$ cat src/rtl/oib_target.sv
// rtl/oib_target.sv - outbound-bus frame target bridging byte frames to a memory request port
module oib_target #(
    parameter int unsigned TIMEOUT_CYCLES = 255
) (
    input  logic        clk,
    input  logic        rst_n,
    input  logic [7:0]  ob_data,
    input  logic        ob_pty,
    output logic [7:0]  ib_data,
    output logic        ib_pty,
    output logic        mem_req,
    output logic        mem_we,
    output logic [31:0] mem_addr,
    output logic [31:0] mem_wdata,
    input  logic        mem_ack,
    input  logic [31:0] mem_rdata,
    output logic        parity_err
);

    typedef enum logic [2:0] {
        S_IDLE,
        S_ADDR,
        S_WDATA,
        S_REQ,
        S_RESP
    } state_t;

    // Timeout fires on the edge where the count would reach TIMEOUT_CYCLES,
    // so mem_req stays high for exactly TIMEOUT_CYCLES cycles.
    localparam logic [15:0] TO_LAST = 16'(TIMEOUT_CYCLES - 1);

    localparam logic [7:0] HDR_WRITE  = 8'h01;
    localparam logic [7:0] HDR_READ   = 8'h02;
    localparam logic [7:0] RSP_WRITE  = 8'h81;
    localparam logic [7:0] RSP_READ   = 8'h82;
    localparam logic [7:0] RSP_TMO    = 8'hFD;
    localparam logic [7:0] RSP_BADOP  = 8'hFE;
    localparam logic [7:0] RSP_PARITY = 8'hFF;

    state_t      state_q;
    logic [1:0]  bcnt_q;
    logic [15:0] tcnt_q;
    logic [2:0]  rcnt_q;
    logic [31:0] rdata_q;
    logic [7:0]  ib_data_q;
    logic        ib_pty_q;
    logic        mem_req_q;
    logic        mem_we_q;
    logic [31:0] mem_addr_q;
    logic [31:0] mem_wdata_q;
    logic        perr_q;
    logic        rdy_q;
    logic        ob_good;

    // Odd parity across the byte and its parity bit.
    assign ob_good = ^{ob_pty, ob_data};

    // Reset release is synchronized: the FSM only advances once this flop is set.
    always_ff @(posedge clk or negedge rst_n) begin
        if (!rst_n) begin
            rdy_q <= 1'b0;
        end else begin
            rdy_q <= 1'b1;
        end
    end

    // Frame decode, memory request handshake and response sequencing.
    always_ff @(posedge clk or negedge rst_n) begin
        if (!rst_n) begin
            state_q     <= S_IDLE;
            bcnt_q      <= 2'd0;
            tcnt_q      <= 16'd0;
            rcnt_q      <= 3'd0;
            rdata_q     <= 32'd0;
            ib_data_q   <= 8'h00;
            ib_pty_q    <= 1'b1;
            mem_req_q   <= 1'b0;
            mem_we_q    <= 1'b0;
            mem_addr_q  <= 32'd0;
            mem_wdata_q <= 32'd0;
            perr_q      <= 1'b0;
        end else if (rdy_q) begin
            perr_q <= 1'b0;
            case (state_q)
                S_IDLE: begin
                    if (!ob_good) begin
                        perr_q    <= 1'b1;
                        ib_data_q <= RSP_PARITY;
                        ib_pty_q  <= ~^RSP_PARITY;
                        rcnt_q    <= 3'd0;
                        state_q   <= S_RESP;
                    end else if (ob_data == HDR_WRITE || ob_data == HDR_READ) begin
                        mem_we_q <= (ob_data == HDR_WRITE);
                        bcnt_q   <= 2'd0;
                        state_q  <= S_ADDR;
                    end else if (ob_data != 8'h00) begin
                        ib_data_q <= RSP_BADOP;
                        ib_pty_q  <= ~^RSP_BADOP;
                        rcnt_q    <= 3'd0;
                        state_q   <= S_RESP;
                    end
                end
                S_ADDR: begin
                    if (!ob_good) begin
                        perr_q    <= 1'b1;
                        ib_data_q <= RSP_PARITY;
                        ib_pty_q  <= ~^RSP_PARITY;
                        rcnt_q    <= 3'd0;
                        state_q   <= S_RESP;
                    end else begin
                        mem_addr_q <= {ob_data, mem_addr_q[31:8]};
                        bcnt_q     <= bcnt_q + 2'd1;
                        if (bcnt_q == 2'd3) begin
                            if (mem_we_q) begin
                                state_q <= S_WDATA;
                            end else begin
                                mem_req_q <= 1'b1;
                                tcnt_q    <= 16'd0;
                                state_q   <= S_REQ;
                            end
                        end
                    end
                end
                S_WDATA: begin
                    if (!ob_good) begin
                        perr_q    <= 1'b1;
                        ib_data_q <= RSP_PARITY;
                        ib_pty_q  <= ~^RSP_PARITY;
                        rcnt_q    <= 3'd0;
                        state_q   <= S_RESP;
                    end else begin
                        mem_wdata_q <= {ob_data, mem_wdata_q[31:8]};
                        bcnt_q      <= bcnt_q + 2'd1;
                        if (bcnt_q == 2'd3) begin
                            mem_req_q <= 1'b1;
                            tcnt_q    <= 16'd0;
                            state_q   <= S_REQ;
                        end
                    end
                end
                S_REQ: begin
                    if (mem_ack) begin
                        mem_req_q <= 1'b0;
                        state_q   <= S_RESP;
                        if (mem_we_q) begin
                            ib_data_q <= RSP_WRITE;
                            ib_pty_q  <= ~^RSP_WRITE;
                            rcnt_q    <= 3'd0;
                        end else begin
                            ib_data_q <= RSP_READ;
                            ib_pty_q  <= ~^RSP_READ;
                            rdata_q   <= mem_rdata;
                            rcnt_q    <= 3'd4;
                        end
                    end else if (tcnt_q == TO_LAST) begin
                        mem_req_q <= 1'b0;
                        ib_data_q <= RSP_TMO;
                        ib_pty_q  <= ~^RSP_TMO;
                        rcnt_q    <= 3'd0;
                        state_q   <= S_RESP;
                    end else begin
                        tcnt_q <= tcnt_q + 16'd1;
                    end
                end
                S_RESP: begin
                    if (rcnt_q != 3'd0) begin
                        ib_data_q <= rdata_q[7:0];
                        ib_pty_q  <= ~^rdata_q[7:0];
                        rdata_q   <= {8'h00, rdata_q[31:8]};
                        rcnt_q    <= rcnt_q - 3'd1;
                    end else begin
                        ib_data_q <= 8'h00;
                        ib_pty_q  <= 1'b1;
                        state_q   <= S_IDLE;
                    end
                end
                default: begin
                    state_q <= S_IDLE;
                end
            endcase
        end
    end

    assign ib_data    = ib_data_q;
    assign ib_pty     = ib_pty_q;
    assign mem_req    = mem_req_q;
    assign mem_we     = mem_we_q;
    assign mem_addr   = mem_addr_q;
    assign mem_wdata  = mem_wdata_q;
    assign parity_err = perr_q;

endmodule

$ cat config.mk
export PLATFORM = sky130hd
export DESIGN_NAME = oib_target
export DESIGN_NICKNAME = d
export VERILOG_FILES = /design/src/rtl/oib_target.sv
export SDC_FILE = /design/constraint.sdc
export NUM_CORES = 1
export LEC_CHECK = 0
export ABC_AREA = 1
export CAP_MARGIN = 0
export CORE_MARGIN = 10
export CORE_UTILIZATION = 39
export CTS_CLUSTER_SIZE = 16
export DETAILED_ROUTE_END_ITERATION = 12
export PLACE_DENSITY = 0.71
export SLEW_MARGIN = 15
export SYNTH_ARGS = -nofsm -noshare
export SYNTH_HDL_FRONTEND = slang
export SYNTH_SLANG_ARGS = --single-unit
$ cat constraint.sdc
create_clock -name clk -period 1.6 [get_ports clk]
set_input_delay 0.48 -clock clk [delete_from_list [all_inputs] [get_ports clk]]
set_output_delay 0.48 -clock clk [all_outputs]
set_load 0.005 [all_outputs]
* Word-level counts from Yosys, hierarchy flattened
Cells that the tools add are included. W data, S select, Z words.
Operators by class: eq/ne operators 29, multiplexer cells 63, add/sub/neg operators 3, reduce and logical (&&, ||, !) cells 22
Operators with widths (number):
- $mux W16 | 7
- $mux W32 | 3
- $pmux W32 S2 | 1
- $mux W8 | 7
- $mux W3 | 18
- $pmux W16 S3 | 1
- $pmux W8 S4 | 1
- $ne A2 B2 Y1 const B | 14
- $add A16 B1 Y16 const B | 1
- $eq A16 B8 Y1 const B | 1
- $mux W1 | 16
- $ne A3 B3 Y1 const B | 5
- $pmux W3 S5 | 1
- $pmux W3 S4 | 1
- $reduce_and A6 Y1 | 2
- $reduce_and A5 Y1 | 2
- $reduce_and A9 Y1 | 1
- $reduce_xor A9 Y1 | 1
- $eq A8 B1 Y1 const B | 1
- $eq A8 B2 Y1 const B | 1
- $mux W2 | 4
- $reduce_and A8 Y1 | 1
- $reduce_bool A8 Y1 | 1
- $reduce_xnor A8 Y1 | 1
- other kinds (21) | 25
Storage, ports and cells: word-level logic and storage cells 130, flip-flop bits (word level) 133

* Longest topological paths before layout
depth in word-level cells 5, mapped depth 15, gate-level depth less buffers 14

* Worst setup path before layout
Ideal clock, no wire load.
path kind input-to-reg, from input ob_data[0], to register mem_wdata_q[11], in the netlist mem_wdata[11], buffers on the path 2, arrival time 1.972 ns, setup time 0.130 ns, slack -0.502 ns, stages 15, cells stage by stage inv_1 > ha_1 > inv_1 > nand2_1 > nand2_1 > nand2_1 > nand2_1 > nand2_1 > nand2_1 > nor2_1 > buf_4 > nand3_4 > clkbuf_1 > nand2_1 > o21ai_0
On the way: word-level cells in the longest chain between the ends 2
RTL lines:
- start: declaration | line 7 | input logic [7:0] ob_data,
- $reduce_xor A9 Y1 | line 56 | assign ob_good = ^{ob_pty, ob_data};
- $reduce_and A3 Y1 (no source line)
- end signal: assignment | line 132 | mem_wdata_q <= {ob_data, mem_wdata_q[31:8]};
- end: declaration | line 50 | logic [31:0] mem_wdata_q;
No other way between the ends. A chain may end at the register's enable or synchronous reset.

* Final worst setup path
from input ob_data[0], to register mem_wdata_q[13], in the netlist mem_wdata[13]
The elaborated chain is that of the path after synthesis.

==> metrics.txt <==
status=complete, but fails checks; failing checks=setup timing; row count=47; Synth Net Count=865; CTS Sinks=133; CTS Buf Count=17; Place WS=-1015 ps; largest net degree at the start of global routing=50; Leakage Power=5.660 nW; Inserted Diodes=0; Worst-path clk slew=70 ps; sequential-to-total area share from yosys stat=51.38%; yosys warns=0; Tcrit/Tclk final=123.2%; # DRC=0; CTS Root Cell=clkbuf_16; Filler cells=1088; count of different cell masters after synthesis=32; critical path data required time=1900 ps; drt first pass iters=6; first-pass GRT wire length=35.14 mm; synth-to-layout area growth=77.78%; Tot GR Track Use=19.87%; H-tree levels=4; minimum clock period=1971 ps; Worst Hold Class=input port to flop; RSZ-0062 raised after global routing=true; post-DP HPWL=12.38 mm; Starting Density=39.50%; # setup viols final=133; max_cap viols=0; max-slew violations=0; wire length per cell=18.81 um; Fmax=0.5073 GHz; die span in y=148.9 um; DR vias=6909; clk_skew=17.11 ps; cell area after synthesis=6480 sq um; worst endpoint data arrival time=2270 ps; DIE AREA=22170 sq um; GR Overflow Total=0; Fin. Hold Viols=0; final-stage net count=1164; startpoint types=input port; TritonCTS clock tree=done; worst vdd ir=0.8494 mV; Ports=120; PD cells=1174 nW/um^2; Syn Area/Cell=8.000 sq um; setup slack after layout=-371.4 ps; worst-path fanout max=8; top cells by area, synth=dfrtp_1, nand2_1, o21ai_0; most common cell after layout, fill and taps aside=nand2_1; final WL=25.24 mm; CP Class=input port to flop; Mapped Cells=810; ANT nets after route=0; initial antenna violation count=0; Synth area leader=dfrtp_1; total core area=16410 sq um; Synth top area share=50.98%; most frequent cells in the layout=nand2_1, buf_4, dfrtp_1, inv_1, dlygate4sd2_1; port bufs=119; synthesis-stage register bit count=133; vias per std cell=5.148; Pwr Total=0.01353 W; Clk Latency, worst-skew pair=430 ps; vias in the first global route=6809; clock buffer depth=2; DR iter-0 viols=429; utilization after layout=70.21%; Final Wtd Congestion=0.8924; layout cells sized above 1=43.14%; die span in x=148.9 um; endpoint class of the critical path=flop
## layout make-up
class / count / area, sq um / share of cell area, %
Timing Repair Buffer: 310 / 3136 / 27.22
Inverter: 101 / 399.1 / 3.465
Tap cell: 220 / 275.3 / 2.389
Clock buffer: 18 / 439.2 / 3.812
Timing Repair inverter: 1 / 6.256 / 0.05431
Clock inverter: 14 / 147.6 / 1.282
Sequential cell: 133 / 3337 / 28.97
Multi-Input combinational cell: 545 / 3780 / 32.81
## report_power, final
group,switching (W),total [W],internal (W)
logic,0.00269,0.00504,0.00235
registers,0.000515,0.00454,0.00403
clock network,0.00160,0.00395,0.00235
## critical path, cell delays in order
cell,delay [ps]
buf_8,80
inv_4,40
ha_4,280
inv_2,60
nand2_4,80
nand2_4,60
nand2_4,80
nand2_2,60
nand2_2,80
nand2_4,70
nor2_4,120
buf_6,110
nand3_4,90
buf_12,150
buf_8,120
buf_16,150
nand2_2,60
o21ai_1,80
## per-layer routing
metal / track usage [%] / up-vias / wire (um)
li1: - / 3182 / -
met1: 22.70 / 3346 / 9410
met2: 34.56 / 293 / 13130
met3: 3.823 / 88 / 1396
met4: 10.30 / 0 / 1296
met5: 0 / - / 0
## registers in the layout (all words and copies together), names as in the netlist, 2 cells and up
register / flops
state_q: 3
bcnt_q: 2
mem_wdata: 32
tcnt_q: 16
rcnt_q: 3
rdata_q: 32
ib_data: 8
mem_addr: 32
## final timing paths
kind	slack, ps	end	cells past startpoint	start
max	-370	mem_wdata[13]	18	ob_data[0]
min reg2reg	480	ib_data[0]	2	ib_data[0]
max in group asynchronous	520	ib_pty	3	rst_n
max reg2reg	-290	tcnt_q[13]	11	state_q[1]
min in group asynchronous	460	mem_addr[15]	2	rst_n
min	440	mem_addr[25]	4	ob_data[1]
## logic make-up after synthesis
family | count (synthesis) | synth area share (%)
buffers and inverters | 133 | 8.187
XOR/XNOR | 22 | 2.974
AO/OA/AOI/OAI | 146 | 12.22
other | 1 | 0.05787
adder cells (fa/ha/maj) | 11 | 2.124
flip-flops | 133 | 51.38
AND/OR/NAND/NOR | 364 | 23.05
## per-stage QoR
stage	hold slack [ps]	area [sq um]	setup TNS, ps	cells
3_3_place_gp	339.9	8522	-99380	1194
6_report	440.1	11520	-27360	1342
3_5_place_dp	339.8	8522	-104450	1194
4_1_cts	415.4	10480	-19330	1303
5_1_grt	439.4	11520	-35600	1342
2_1_floorplan	184.4	6635	-32150	810
## repair_timing
action	in CTS	in global routing
setup buffers	57	43
pin swaps	39	44
setup endpoints to repair	208	168
gates cloned	20	4
hold endpoints to repair	17	0
hold buffers	1	0
gates resized for setup	319	261
## synthesized netlist by cell type, drive strengths merged
cell    instances
ha             11
clkinv          2
a31oi           4
xnor2           7
dfrtp         132
dfstp           1
buf            15
nor3            5
or2             2
nor2           68
o211ai         18
nand3          44
a21oi          29
nand4           4
nand2         241
xor2           15
clkbuf         17
o31ai           1
conb            1
o21ai          94
inv            99
Power figures use the tool's default switching activity.
